[src/rtl/alu_mult_seq_pkg.sv]
// Shared ALU opcode constants used by the ALU, the decoder and the
// shift-and-add multiply sequencer.
package alu_mult_seq_pkg;

  localparam int unsigned DATA_W = 16;
  localparam int unsigned OP_W   = 4;

  localparam logic [OP_W-1:0] ALU_ADD  = 4'd0;
  localparam logic [OP_W-1:0] ALU_SUB  = 4'd1;
  localparam logic [OP_W-1:0] ALU_XOR  = 4'd2;
  localparam logic [OP_W-1:0] ALU_ANDN = 4'd3;
  localparam logic [OP_W-1:0] ALU_ROL  = 4'd4;
  localparam logic [OP_W-1:0] ALU_SLL  = 4'd5;
  localparam logic [OP_W-1:0] ALU_ROR  = 4'd6;
  localparam logic [OP_W-1:0] ALU_SRL  = 4'd7;

endpackage

[src/rtl/alu_mult_seq.sv]
// Sequences the shared 16-bit ALU through 16 add/shift-left/shift-right
// iterations to form the low 16 bits of a 16x16 product.
module alu_mult_seq
  import alu_mult_seq_pkg::*;
(
  input  logic              clk,
  input  logic              rst,
  input  logic              start,
  input  logic [DATA_W-1:0] in_a,
  input  logic [DATA_W-1:0] in_b,
  output logic [DATA_W-1:0] alu_a,
  output logic [DATA_W-1:0] alu_b,
  output logic [OP_W-1:0]   alu_op,
  input  logic [DATA_W-1:0] alu_result,
  output logic              busy,
  output logic              done,
  output logic [DATA_W-1:0] product
);

  typedef enum logic [2:0] {
    S_IDLE = 3'd0,
    S_ADD  = 3'd1,
    S_SHL  = 3'd2,
    S_SHR  = 3'd3,
    S_DONE = 3'd4
  } state_t;

  state_t            state_reg, state_next;
  logic [DATA_W-1:0] m_reg, m_next;
  logic [DATA_W-1:0] q_reg, q_next;
  logic [DATA_W-1:0] p_reg, p_next;
  logic [3:0]        cnt_reg, cnt_next;

  always_ff @(posedge clk) begin
    if (rst) begin
      state_reg <= S_IDLE;
      m_reg     <= '0;
      q_reg     <= '0;
      p_reg     <= '0;
      cnt_reg   <= '0;
    end else begin
      state_reg <= state_next;
      m_reg     <= m_next;
      q_reg     <= q_next;
      p_reg     <= p_next;
      cnt_reg   <= cnt_next;
    end
  end

  always_comb begin
    state_next = state_reg;
    m_next     = m_reg;
    q_next     = q_reg;
    p_next     = p_reg;
    cnt_next   = cnt_reg;
    alu_a      = '0;
    alu_b      = '0;
    alu_op     = ALU_ADD;

    unique case (state_reg)
      S_IDLE, S_DONE: begin
        if (start) begin
          m_next     = in_a;
          q_next     = in_b;
          p_next     = '0;
          cnt_next   = '0;
          state_next = S_ADD;
        end else begin
          state_next = S_IDLE;
        end
      end

      // The add is always issued so the run length never depends on data.
      S_ADD: begin
        alu_a  = p_reg;
        alu_b  = m_reg;
        alu_op = ALU_ADD;
        if (q_reg[0]) begin
          p_next = alu_result;
        end
        state_next = S_SHL;
      end

      S_SHL: begin
        alu_a      = m_reg;
        alu_b      = 16'd1;
        alu_op     = ALU_SLL;
        m_next     = alu_result;
        state_next = S_SHR;
      end

      S_SHR: begin
        alu_a  = q_reg;
        alu_b  = 16'd1;
        alu_op = ALU_SRL;
        q_next = alu_result;
        if (cnt_reg == 4'd15) begin
          state_next = S_DONE;
        end else begin
          cnt_next   = cnt_reg + 4'd1;
          state_next = S_ADD;
        end
      end

      default: begin
        state_next = S_IDLE;
      end
    endcase
  end

  assign busy    = (state_reg == S_ADD) || (state_reg == S_SHL) || (state_reg == S_SHR);
  assign done    = (state_reg == S_DONE);
  assign product = p_reg;

endmodule

[config.mk]
export PLATFORM = sky130hd
export DESIGN_NAME = alu_mult_seq
export DESIGN_NICKNAME = d
export VERILOG_FILES = /design/src/rtl/alu_mult_seq_pkg.sv /design/src/rtl/alu_mult_seq.sv
export SDC_FILE = /design/constraint.sdc
export NUM_CORES = 1
export LEC_CHECK = 0
export ABC_CLOCK_PERIOD_IN_PS = 2060
export BUFFER_PORTS_ARGS = -buffer_cell sky130_fd_sc_hd__buf_4
export CAP_MARGIN = 25
export CELL_PAD_IN_SITES_DETAIL_PLACEMENT = 1
export CELL_PAD_IN_SITES_GLOBAL_PLACEMENT = 1
export CORE_MARGIN = 1
export CORE_UTILIZATION = 36
export DETAILED_ROUTE_END_ITERATION = 10
export PLACE_DENSITY_LB_ADDON = 0.3
export SLEW_MARGIN = 5
export SYNTH_ARGS = -nofsm -noshare
export SYNTH_HDL_FRONTEND = slang
export SYNTH_SLANG_ARGS = --single-unit
[constraint.sdc]
create_clock -name clk -period 2.06 [get_ports clk]
set_clock_uncertainty 0.2 [all_clocks]
set_input_delay 0.103 -clock clk [delete_from_list [all_inputs] [get_ports clk]]
set_output_delay 0.103 -clock clk [all_outputs]
set_load 0.02 [all_outputs]
# Word-level counts from Yosys, hierarchy flattened

Index checks and enable logic that the tools add are counted.

Add/sub/neg operators: 1
Eq/ne operators: 8
Mux-type cells: 16
Reductions and logical operators: 12

Operators with widths:

| operator                                                               | count |
|---|---|
| 16-bit case mux with 2 select lines                                    | 4 |
| 16-bit 2-to-1 mux                                                      | 4 |
| 16-bit case mux with 3 select lines                                    | 1 |
| 3-bit case mux with 4 select lines                                     | 1 |
| 4-bit 2-to-1 mux                                                       | 2 |
| 4-bit case mux with 2 select lines                                     | 1 |
| 3-bit by 2-bit equality test with 1-bit output (second input constant) | 2 |
| 2-bit inequality test (second input constant)                          | 3 |
| 3-bit case mux with 2 select lines                                     | 1 |
| 3-bit AND reduction                                                    | 2 |
| 2-bit nonzero test                                                     | 3 |
| 4-bit by 1-bit adder with 4-bit output (second input constant)         | 1 |
| 4-bit equality test (second input constant)                            | 1 |
| 2-bit AND reduction                                                    | 2 |
| 2-bit OR reduction                                                     | 2 |
| 3-bit by 1-bit equality test with 1-bit output (second input constant) | 1 |
| 3-bit equality test (second input constant)                            | 1 |
| 3-bit zero test                                                        | 1 |
| 3-bit 2-to-1 mux                                                       | 1 |
| 1-bit logical OR                                                       | 2 |
| 1-bit 2-to-1 mux                                                       | 1 |

Register bits: 55
Bits of input ports: 51
Output and inout bits: 54
Word-level logic and storage cells: 42

# Longest topological paths before layout

Word-level depth: 4
Gate-level depth with buffers: 7

# Least setup slack after synthesis

No wires, ideal clock.

Kind: register -> output
Start point: register state_reg[1]
End point: output port alu_a[0]
Arrival time: 1371 ps
Setup slack: 386 ps
Stages on the path, launching flop included: 7
Cells stage by stage: dfxtp_1 buf_4 nor2b_1 clkbuf_1 buf_2 a22oi_1 nor2_1

Word-level cells in the longest chain between the ends: 2

Ends and longest elaborated chain:

| item                                                                                                             | line               | text |
|---|---|---|
| start, declared                                                                                                  | alu_mult_seq.sv:28 | `state_t state_reg, state_next;` |
| start signal, assigned                                                                                           | alu_mult_seq.sv:42 | `state_reg <= state_next;` |
| 3-bit by 2-bit equality test with 1-bit output or 3-bit by 1-bit equality test with 1-bit output (tied branches) | alu_mult_seq.sv:60 | `unique case (state_reg)` |
| 16-bit case mux with 3 select lines (*)                                                                          | alu_mult_seq.sv:60 |  |
| end, declared                                                                                                    | alu_mult_seq.sv:11 | `output logic [DATA_W-1:0] alu_a,` |

Every way passes the cells marked *; elsewhere a longest branch is shown, timed or not.

# Worst setup path in the final report

Start point: register state_reg[1]
End point: output port alu_a[10]

Same word-level chain as after synthesis.

==> summary.txt <==
Grt met1 use -> 31.5%
Post-synth ARST share -> 0%
Antenna violations before repair -> 0
Register area share after synthesis -> 36.7%
WHS -> 0.0939 ns
P&R area growth vs syn -> 50.7%
Largest net degree at the start of global routing -> 40
Register-to-register setup slack -> 0.25 ns
Final Cycle Share -> 96.0%
Count leader, synth -> nand2_1
Final setup fails -> 0
Die ar. -> 0.00869 sq mm
Grt met2 use -> 52.9%
Leading area contributor after synthesis -> dfxtp_1
Setup TNS -> 0 ns
Layout cell share with drive strength beyond 1 -> 34.4%
CP max stage delay -> 0.39 ns
Grt peak-use layer -> met2
Clk root buf -> clkbuf_8
Number of global-route vias before repair -> 3664
Status -> completed
Starting Density -> 38.0%
Total Nets Final -> 575
Drt pass-1 iters -> 4
Final Critical Period -> 1.98 ns
Fmax -> 0.506 GHz
Global-route wire length before repair -> 18500 um
CTS max path bufs -> 2
Required time of the critical path -> 1.76 ns
Crit path kind -> reg2out
HP Start -> rst
DR WL/cell -> 18.7 um
Grt total ovfl -> 0
Max Cap Violations -> 0
Primary FF master, synth -> dfxtp_1
CORE AREA -> 0.00789 sq mm
Gpl congestion -> 0.791
Worst-path clk slew -> 0.10 ns
M3 GR Usage -> 3.58%
Synthesized instance count -> 372
Synth cell types -> 36
Rel. slew slack -> 61.7%
Critical Path End Type -> primary output
CP startpoint -> state_reg[1]
Tightest Pin Transition -> 0.575 ns
Total number of vias -> 3332
Most common cell on crit path -> buf_4
I/O Buffers -> 103
Mapped Area -> 0.00300 sq mm
Vias/cell -> 5.32
CTS H-tree lvls -> 2
Synth Register Bits -> 55
FP Rows -> 32
Synth top area share -> 36.7%
Syn nets -> 424
Post-route ant nets -> 0
# IOs -> 105
Worst Setup Start Kind -> flip-flop
TritonCTS clock tree -> done
Die height -> 93.2 um
Num CTS Buffers -> 5
Multi-input logic area -> 0.00169 sq mm
Total Wirelength -> 11700 um
Total GRT Usage -> 27.5%
Worst Hold Class -> in2reg
Horiz. Die Dim -> 93.2 um
Ant diodes -> 0
Power Density -> 597 mW/mm^2
Worst path arrival time -> 1.67 ns
Later-pin clock latency in the skew report -> 0.31 ns
Final Max Tran Viols -> 0
FF/Latch Area -> 0.00110 sq mm
Worst VDD drop -> 0.326 mV
Leak -> 1.91 nW
DRC errors left -> 0
Clock sink total -> 55
Crit Path Max Fanout -> 6
Critical-path top delay cell -> dfxtp_2
1st-iter DRT viols -> 144
Mean Syn Cell Area -> 8.06 sq um
Area contributors post-synth -> dfxtp_1 (37%), nand2_1 (12%), a311oi_2 (8.0%), nor2_1 (6.3%), mux2_2 (6.0%)
RSZ-0062 raised after global routing -> false
Critical path cell sequence -> buf_4, mux2_2, a22oi_1, nor2_1, buf_4
Worst flop-to-flop path startpoint -> state_reg[1]
Post-synth EDFFs -> 0
Final Hold Viols -> 0
Fill count -> 927
Hpwl dp -> 7690 um
Top cells by count, synth -> nand2_1 (98), dfxtp_1 (55), nor2_1 (50)
Ys Warns -> 0
[layout by cell type (no fill, tap or decap), types with 2 or more instances in the layout]
cell,count
nor3_1,2
nand2_1,98
mux2_2,16
a311oi_2,16
clkbuf_8,7
o211ai_1,3
or3b_1,2
dfxtp_2,2
a311oi_1,16
buf_4,132
nand3_1,3
nor2b_1,2
a21oi_1,21
and2_1,16
nor3b_4,2
dlygate4sd3_1,48
a22oi_1,16
dfxtp_1,53
nor2_1,50
or3_1,2
[path summary, 6_finish.rpt]
path                                    to  cells after the start
worst max-delay path             alu_a[10]                      5
worst min-delay path            cnt_reg[1]                      2
worst max register to register    m_reg[0]                      5
worst min register to register  product[7]                      2
[worst max-delay path, delay by kind of cell (launching register included)]
family	cells	cell delay, ns
AO/OA/AOI/OAI	1	0.20
buffers and inverters	2	0.34
AND/OR/NAND/NOR	1	0.10
multiplexers	1	0.33
flip-flops	1	0.39
[repair_timing]
item	in CTS	in global routing
setup endpoints to repair	6	15
gates resized for setup	1	4
cloned	0	0
pin swaps	1	0
hold endpoints to repair	48	0
setup buffers	2	0
hold buffers	48	0
[cell type report]
| class | instances | area share (%) |
|---|---|---|
| Sequential cell | 55 | 24.4 |
| Tap cell | 102 | 2.83 |
| Multi-Input combinational cell | 278 | 37.5 |
| Clock buffer | 8 | 2.22 |
| Inverter | 2 | 0.166 |
| Timing Repair Buffer | 181 | 32.8 |
[logic make-up (layout without fill, tap and decap cells)]
logic type / count (synthesis) / after routing / share of synthesized area, %
AO/OA/AOI/OAI: 75 / 75 / 21.7
other: 1 / 1 / 0.125
AND/OR/NAND/NOR: 185 / 185 / 27.3
flip-flops: 55 / 55 / 36.7
multiplexers: 16 / 16 / 6.01
adder cells (fa/ha/maj): 1 / 1 / 0.417
buffers and inverters: 39 / 191 / 7.68
[stage by stage]
| stage | cell area (sq um) | utilization, % | setup WS [ns] | cells | total power, W |
|---|---|---|---|---|---|
| floorplan | 3000 | - | 0.386 | 372 | 0.00166 |
| global placement | 3910 | 49.5 | 0.242 | 568 | 0.00194 |
| detailed placement | 3910 | 49.5 | 0.0839 | 568 | 0.00196 |
| CTS | 4500 | 57.1 | 0.0493 | 626 | 0.00270 |
| global route | 4520 | 57.2 | 0.0291 | 626 | 0.00282 |
| finish | 4520 | 57.2 | 0.0834 | 626 | 0.00270 |
[power by group]
| part | leakage [nW] | switching [W] | internal [W] | total [W] |
|---|---|---|---|---|
| logic | 1.41 | 0.000436 | 0.000385 | 0.000820 |
| registers | 0.450 | 0.0000697 | 0.00115 | 0.00122 |
| clock network | 0.0515 | 0.000349 | 0.000308 | 0.000657 |
| total | 1.91 | 0.000855 | 0.00184 | 0.00270 |
[routing by layer]
layer / wire length, um / vias up
met2: 6220 / 113
met4: 198 / 0
met5: 0 / -
li1: - / 1582
met3: 402 / 20
met1: 4910 / 1617
Note: power is estimated with default switching activity, not from simulation.
